`src/rtl/avr_alu.sv`:
```
// ---------------------------------------------------------------------------
// avr_alu -- 8-bit AVR-style ALU for the CPU execute stage.
//
// Computes the result and the six SREG flags (H, S, V, N, Z, C) for
// ADD/ADC/SUB/SBC/CP/CPC/CPSE/AND/EOR/OR/MOV. Flags an operation does not
// affect pass through from the i_* flag inputs. All outputs are registered,
// so the latency is one cycle.
//
// Optional feature macro: ALU_UNARY_OPS_EN
//   When defined, opcode 0000 is COM and opcode 1100 is NEG. When it is not
//   defined, both opcodes behave like any unmapped opcode (result = op1,
//   flags unchanged).
//
// Ports:
//   i_clk        rising-edge clock
//   i_reset      asynchronous active-low reset, clears all outputs
//   i_operation  4-bit operation select
//   i_op1        Rd operand
//   i_op2        Rr operand
//   i_halfcarry, i_sign, i_overflow, i_negative, i_zero, i_carry
//                current SREG H, S, V, N, Z, C
//   o_result     registered result
//   o_halfcarry, o_sign, o_overflow, o_negative, o_zero, o_carry
//                registered new SREG H, S, V, N, Z, C
// ---------------------------------------------------------------------------
module avr_alu (
  input  logic       i_clk,
  input  logic       i_reset,
  input  logic [3:0] i_operation,
  input  logic [7:0] i_op1,
  input  logic [7:0] i_op2,
  input  logic       i_halfcarry,
  input  logic       i_sign,
  input  logic       i_overflow,
  input  logic       i_negative,
  input  logic       i_zero,
  input  logic       i_carry,
  output logic [7:0] o_result,
  output logic       o_halfcarry,
  output logic       o_sign,
  output logic       o_overflow,
  output logic       o_negative,
  output logic       o_zero,
  output logic       o_carry
);

  localparam logic [3:0] OP_COM  = 4'b0000;
  localparam logic [3:0] OP_CPC  = 4'b0001;
  localparam logic [3:0] OP_SBC  = 4'b0010;
  localparam logic [3:0] OP_ADD  = 4'b0011;
  localparam logic [3:0] OP_CPSE = 4'b0100;
  localparam logic [3:0] OP_CP   = 4'b0101;
  localparam logic [3:0] OP_SUB  = 4'b0110;
  localparam logic [3:0] OP_ADC  = 4'b0111;
  localparam logic [3:0] OP_AND  = 4'b1000;
  localparam logic [3:0] OP_EOR  = 4'b1001;
  localparam logic [3:0] OP_OR   = 4'b1010;
  localparam logic [3:0] OP_MOV  = 4'b1011;
  localparam logic [3:0] OP_NEG  = 4'b1100;

  // Carry-out of one bit position of an adder, recovered from the operand
  // bits and the sum bit (AVR datasheet form).
  function automatic logic add_carry(input logic d, input logic r, input logic res);
    return (d & r) | (r & ~res) | (~res & d);
  endfunction

  // Borrow-out of one bit position of a subtractor.
  function automatic logic sub_borrow(input logic d, input logic r, input logic res);
    return (~d & r) | (r & res) | (res & ~d);
  endfunction

  logic [7:0] result_next;
  logic       h_next, s_next, v_next, n_next, z_next, c_next;
  logic       carry_in;

  always_comb begin
    result_next = i_op1;
    h_next      = i_halfcarry;
    s_next      = i_sign;
    v_next      = i_overflow;
    n_next      = i_negative;
    z_next      = i_zero;
    c_next      = i_carry;
    carry_in    = 1'b0;

    case (i_operation)
      OP_ADD, OP_ADC: begin
        carry_in    = (i_operation == OP_ADC) & i_carry;
        result_next = i_op1 + i_op2 + {7'b0, carry_in};
        h_next      = add_carry(i_op1[3], i_op2[3], result_next[3]);
        c_next      = add_carry(i_op1[7], i_op2[7], result_next[7]);
        v_next      = (i_op1[7] & i_op2[7] & ~result_next[7]) |
                      (~i_op1[7] & ~i_op2[7] & result_next[7]);
        n_next      = result_next[7];
        s_next      = result_next[7] ^ v_next;
        z_next      = (result_next == 8'h00);
      end

      OP_SUB, OP_CP, OP_SBC, OP_CPC: begin
        carry_in    = ((i_operation == OP_SBC) | (i_operation == OP_CPC)) & i_carry;
        result_next = i_op1 - i_op2 - {7'b0, carry_in};
        h_next      = sub_borrow(i_op1[3], i_op2[3], result_next[3]);
        c_next      = sub_borrow(i_op1[7], i_op2[7], result_next[7]);
        v_next      = (i_op1[7] & ~i_op2[7] & ~result_next[7]) |
                      (~i_op1[7] & i_op2[7] & result_next[7]);
        n_next      = result_next[7];
        s_next      = result_next[7] ^ v_next;
        // With-borrow forms keep Z cleared once any earlier byte of a
        // multi-byte subtract/compare was non-zero.
        if ((i_operation == OP_SBC) || (i_operation == OP_CPC))
          z_next = (result_next == 8'h00) & i_zero;
        else
          z_next = (result_next == 8'h00);
      end

      OP_AND, OP_EOR, OP_OR: begin
        if (i_operation == OP_AND)
          result_next = i_op1 & i_op2;
        else if (i_operation == OP_EOR)
          result_next = i_op1 ^ i_op2;
        else
          result_next = i_op1 | i_op2;
        v_next = 1'b0;
        n_next = result_next[7];
        s_next = result_next[7];
        z_next = (result_next == 8'h00);
      end

      OP_MOV: begin
        result_next = i_op2;
      end

      // Skip decision happens outside; only the pass-through is needed here.
      OP_CPSE: begin
        result_next = i_op1;
      end

`ifdef ALU_UNARY_OPS_EN
      OP_COM: begin
        result_next = ~i_op1;
        c_next      = 1'b1;
        v_next      = 1'b0;
        n_next      = result_next[7];
        s_next      = result_next[7];
        z_next      = (result_next == 8'h00);
      end

      OP_NEG: begin
        result_next = 8'h00 - i_op1;
        h_next      = result_next[3] | i_op1[3];
        c_next      = (result_next != 8'h00);
        v_next      = (result_next == 8'h80);
        n_next      = result_next[7];
        s_next      = result_next[7] ^ (result_next == 8'h80);
        z_next      = (result_next == 8'h00);
      end
`endif

      default: begin
        result_next = i_op1;
      end
    endcase
  end

  always_ff @(posedge i_clk or negedge i_reset) begin
    if (!i_reset) begin
      o_result    <= 8'h00;
      o_halfcarry <= 1'b0;
      o_sign      <= 1'b0;
      o_overflow  <= 1'b0;
      o_negative  <= 1'b0;
      o_zero      <= 1'b0;
      o_carry     <= 1'b0;
    end else begin
      o_result    <= result_next;
      o_halfcarry <= h_next;
      o_sign      <= s_next;
      o_overflow  <= v_next;
      o_negative  <= n_next;
      o_zero      <= z_next;
      o_carry     <= c_next;
    end
  end

endmodule

```
`config.mk`:
```
export PLATFORM = sky130hd
export DESIGN_NAME = avr_alu
export DESIGN_NICKNAME = d
export VERILOG_FILES = /design/src/rtl/avr_alu.sv
export SDC_FILE = /design/constraint.sdc
export NUM_CORES = 1
export LEC_CHECK = 0
export ABC_AREA = 1
export CAP_MARGIN = 0
export CORE_MARGIN = 5
export CORE_UTILIZATION = 53
export DETAILED_ROUTE_END_ITERATION = 10
export PLACE_DENSITY = 0.8
export SLEW_MARGIN = 10
export SYNTH_ARGS = -nofsm -noshare
export SYNTH_HDL_FRONTEND = slang
export SYNTH_SLANG_ARGS = --single-unit
export TNS_END_PERCENT = 30
```
`constraint.sdc`:
```
create_clock -name i_clk -period 0.8 [get_ports i_clk]
set_input_delay 0.12 -clock i_clk [delete_from_list [all_inputs] [get_ports i_clk]]
set_output_delay 0.12 -clock i_clk [all_outputs]
set_load 0.03 [all_outputs]
```
==> results.yml, run 1 <==
cts:
  clock_path_buffers: 2
  cts.root.buffer_cell: "clkbuf_8"
  h-tree-depth: 1
  numCtsBuffers: 3
  clkSinkCount: 14
  holdBufCountCts: 0
synth:
  synth_top_cell_area_share: 0.178
  synth_most_common_cell: "nand2_1"
  yosys_warnings: 0
  synthTopCellsByCount: "nand2_1, inv_1, nand3_1"
  synth_edf_count: 0
  ys_types: 28
  ys_async_sr_fraction: 1.00
  yosys.area_share.simple: 0.378
  synth_nets: 413
  synth_top_family_by_area: "simple AND/OR/NAND/NOR gates"
  synth.avg_cell_area_um2: 6.26
  muxShareOfSynthArea: 0
  synth_xor_area_frac: 0.0121
  ys_ff_latch: 14
  postSynthCellCount: 348
  synth-compound-area-share: 0.0890
  synth_ff_type: "dfrtp_1"
  netlist_top_cells_area: "ha_1, nand2_1, dfrtp_1"
  yosys.area.top_type: "ha_1"
  synthAdderAreaFrac: 0.233
  synth_area_um2: 2180
  yosysSeqAreaShare: 0.161
die:
  row_count: 23
  pin_count: 42
  fp.dieW_um: 74.1
  initial_core_util: 0.545
  fp.dieH_um: 74.1
place:
  place_ws_ps: -2310
  io_buffers: 41
  gp_congestion: 1.01
  dp_hpwl_um: 6940
  dp_cells: 523
timing:
  worst_endpoint: "o_sign$_DFF_PN0_/D"
  endpoint_type: "register input"
global_route:
  grt_use_total: 0.876
  grt_start_max_net_pins: 15
  grt_overflow: 377
status:
  error: "[ERROR GRT-0232] Routing congestion too high. Check the congestion heatmap in the GUI."
  stop_stage: "global routing (5_1_grt)"
  status: "stopped before the end"
-- layer usage --
layer | overflow | global-route usage
met5 | 0 | 0.111
met4 | 113 | 1.06
met3 | 3 | 0.616
met2 | 257 | 1.18
met1 | 4 | 0.772
-- kinds of logic after synthesis --
kind of cell / after synthesis
buf+inv: 73
simple gates: 188
compound gates: 33
flops: 14
fa+ha+maj: 37
xor+xnor: 3
-- metrics by stage --
stage / TNS (ps) / utilization / hold WS (ps) / instance area, um2
global placement: -27720 / 0.828 / 464 / 3310
CTS: -19810 / 0.930 / 218 / 3720
floorplan: -18230 / - / -176 / 2230
detailed placement: -29320 / 0.828 / 476 / 3310
-- what timing repair did --
item	CTS
pin swaps	37
buffers inserted	12
resized for setup	99
hold endpoints to repair	0
endpoints found under the setup margin	28
==> run 2: changes to the inputs <==
- CORE_UTILIZATION: 53 -> 40
- PLACE_DENSITY: 0.8 -> not set
- PLACE_DENSITY_LB_ADDON: not set -> 0.15
==> results.yml, run 2 <==
global_route:
  grt_pass1_wl_um: 12200
  grt_start_max_net_pins: 15
  grt_pass1_vias: 2728
  grt_use_total: 0.215
  grt_overflow: 0
  antenna_found_initial: 0
synth:
  synth_top_cell_area_share: 0.178
  synth_ff_type: "dfrtp_1"
  yosys_warnings: 0
  ys_ff_latch: 14
  ys_types: 28
  synthTopCellsByCount: "nand2_1, inv_1, nand3_1"
  yosysSeqAreaShare: 0.161
  synth_edf_count: 0
  synth.avg_cell_area_um2: 6.26
  yosys.area.top_type: "ha_1"
  ys_async_sr_fraction: 1.00
  netlist_top_cells_area: "ha_1, nand2_1, dfrtp_1"
  synth_area_um2: 2180
  synth_nets: 413
  postSynthCellCount: 348
  synth_most_common_cell: "nand2_1"
pwr:
  power.total_w: 0.00414
  power.density_nw_per_um2: 1110
  ir_drop_mv: 0.816
  p_clk_frac: 0.130
  power.share.switching: 0.413
  seq_power_share: 0.208
  leakagePower_nw: 1.97
  p_comb_frac: 0.661
  p_sw_w: 0.00171
  intPower_w: 0.00243
worst_setup_path:
  cp_top_family: "adder cells"
  end_kind: "register"
  critical_path_class: "input pin to register"
  critPathBufInv: 5
  required_ps: 920
  worst_setup_path_start_kind: "input pin"
  cp_num_cells: 21
  path_cells: "buf_6, buf_6, nand2_8, nor2_4, inv_2, nor2_4, fa_2, nand3_2, nand3_2, inv_2, nor2_4, o21ai_2, nand2_1, a21oi_2, fa_1, inv_2, nor3_2, nand3_1, nor2_1, nand3_1, nand3_1"
  critical-path-max-stage-delay_ps: 440
  cp_slowest_cell: "fa_1"
  crit_arrival_ps: 2380
  worstPathMaxFanout: 5
final_layout:
  fill_cells: 439
  multi_input_area_um2: 1790
  final_cell_mix: "buf_4, nand2_1, inv_1"
  drive_gt1_frac: 0.395
  seq_area_um2: 350
  final_cells: 561
  n_antenna_cell: 0
  regMostFlops: "o_result"
  final_common_cell: "buf_4"
  largest_reg_flops: 8
  nNetsFinal: 558
  syn2layout_area_growth_pct: 70.6
  stdcell_area_um2: 3720
place:
  dp_cells: 549
  dp_hpwl_um: 6160
  gp_congestion: 0.897
  io_buffers: 41
  dpl-instance-area_um2: 3380
die:
  core_area_um2: 5200
  fp.dieW_um: 83.8
  pin_count: 42
  die_area_um2: 7020
  fp.dieH_um: 83.8
  initial_core_util: 0.419
  row_count: 26
route:
  wl_per_cell_um: 13.3
  drtAntennaViolNets: 0
  drt_first_pass_iters: 4
  dr_total_vias: 2799
  drt_iter0_markers: 196
  drt-total-wl_um: 7490
  drc: 0
  drt-vias-per-instance: 4.99
cts:
  clkSinkCount: 14
  numCtsBuffers: 3
  clock_path_buffers: 2
  cts_tree: "done"
  h-tree-depth: 1
  cts.root.buffer_cell: "clkbuf_8"
  path_clk_slew_ps: 50
  holdBufCountCts: 0
timing:
  hold_violations: 0
  fin_setup_tns_ps: -18720
  drv_slew: 0
  period_needed_ps: 2270
  finalSetupViolCount: 28
  max_slew_margin: 0.582
  finalCritPeriodShare: 2.83
  finalWorstSetupSlack_ps: -1470
  fmax_ghz: 0.441
  whs_ps: 206
  grt_setup_unrepaired: "yes"
  worst_pin_slew_ps: 625
status:
  status: "finished, violations left"
  violations: "negative setup slack"
hold_path:
  hp-class: "input pin to asynchronous set/reset pin"
run:
  max_cap_viol_count: 0
run 2: worst paths after layout:
path	start	to	slack (ps)
worst max-delay path	i_operation[0]	o_zero$_DFF_PN0_	-1470
worst min-delay path	i_reset	o_result[1]$_DFF_PN0_	210
max in group asynchronous	i_reset	o_result[6]$_DFF_PN0_	480
min in group i_clk	i_carry	o_carry$_DFF_PN0_	400
run 2: logic make-up (layout without fill, tap and decap cells):
group | count (synthesis) | count (layout) | synth area share
flip-flops | 14 | 14 | 0.161
buffers and inverters | 73 | 216 | 0.127
XOR/XNOR | 3 | 3 | 0.0121
AND/OR/NAND/NOR | 188 | 188 | 0.378
adder cells (fa/ha/maj) | 37 | 37 | 0.233
AO/OA/AOI/OAI | 33 | 33 | 0.0890
run 2: area by class of cell:
| type | count | area share |
|---|---|---|
| sequential | 14 | 0.0942 |
| inverter | 71 | 0.0717 |
| tap | 70 | 0.0236 |
| clock buffer | 3 | 0.0111 |
| timing repair buffer | 142 | 0.319 |
| multi-input combinational | 261 | 0.480 |
run 2: timing repair:
item	in CTS	in global routing
buffers inserted	7	2
endpoints found under the setup margin	28	28
gates resized for setup	87	13
pin swaps	24	15
run 2: per-layer routing:
metal,routed length [um],part of all wire,global-route usage,up-vias
li1,-,-,-,1392
met1,3050,0.41,0.253,1278
met2,3710,0.49,0.376,105
met3,528,0.071,0.0385,24
met4,207,0.028,0.0965,0
met5,0,0,0,-
run 2: per-stage QoR:
stage / worst slack (ps) / util
finish: -1470 / 0.714
global route: -1620 / 0.714
CTS: -1440 / 0.703
detailed placement: -2210 / 0.650
global placement: -2130 / 0.650
floorplan: -1500 / -
run 2: power groups by stage:
| stage | Sequential, W | Combinational, W | Clock (W) |
|---|---|---|---|
| finish | 0.000861 | 0.00273 | 0.000540 |
| global route | 0.000870 | 0.00298 | 0.000576 |
| CTS | 0.000863 | 0.00264 | 0.000555 |
| detailed placement | 0.000853 | 0.00241 | 0 |
| global placement | 0.000851 | 0.00238 | 0 |
| floorplan | 0.00108 | 0.00103 | 0 |
(Power assumes the default switching activity.)
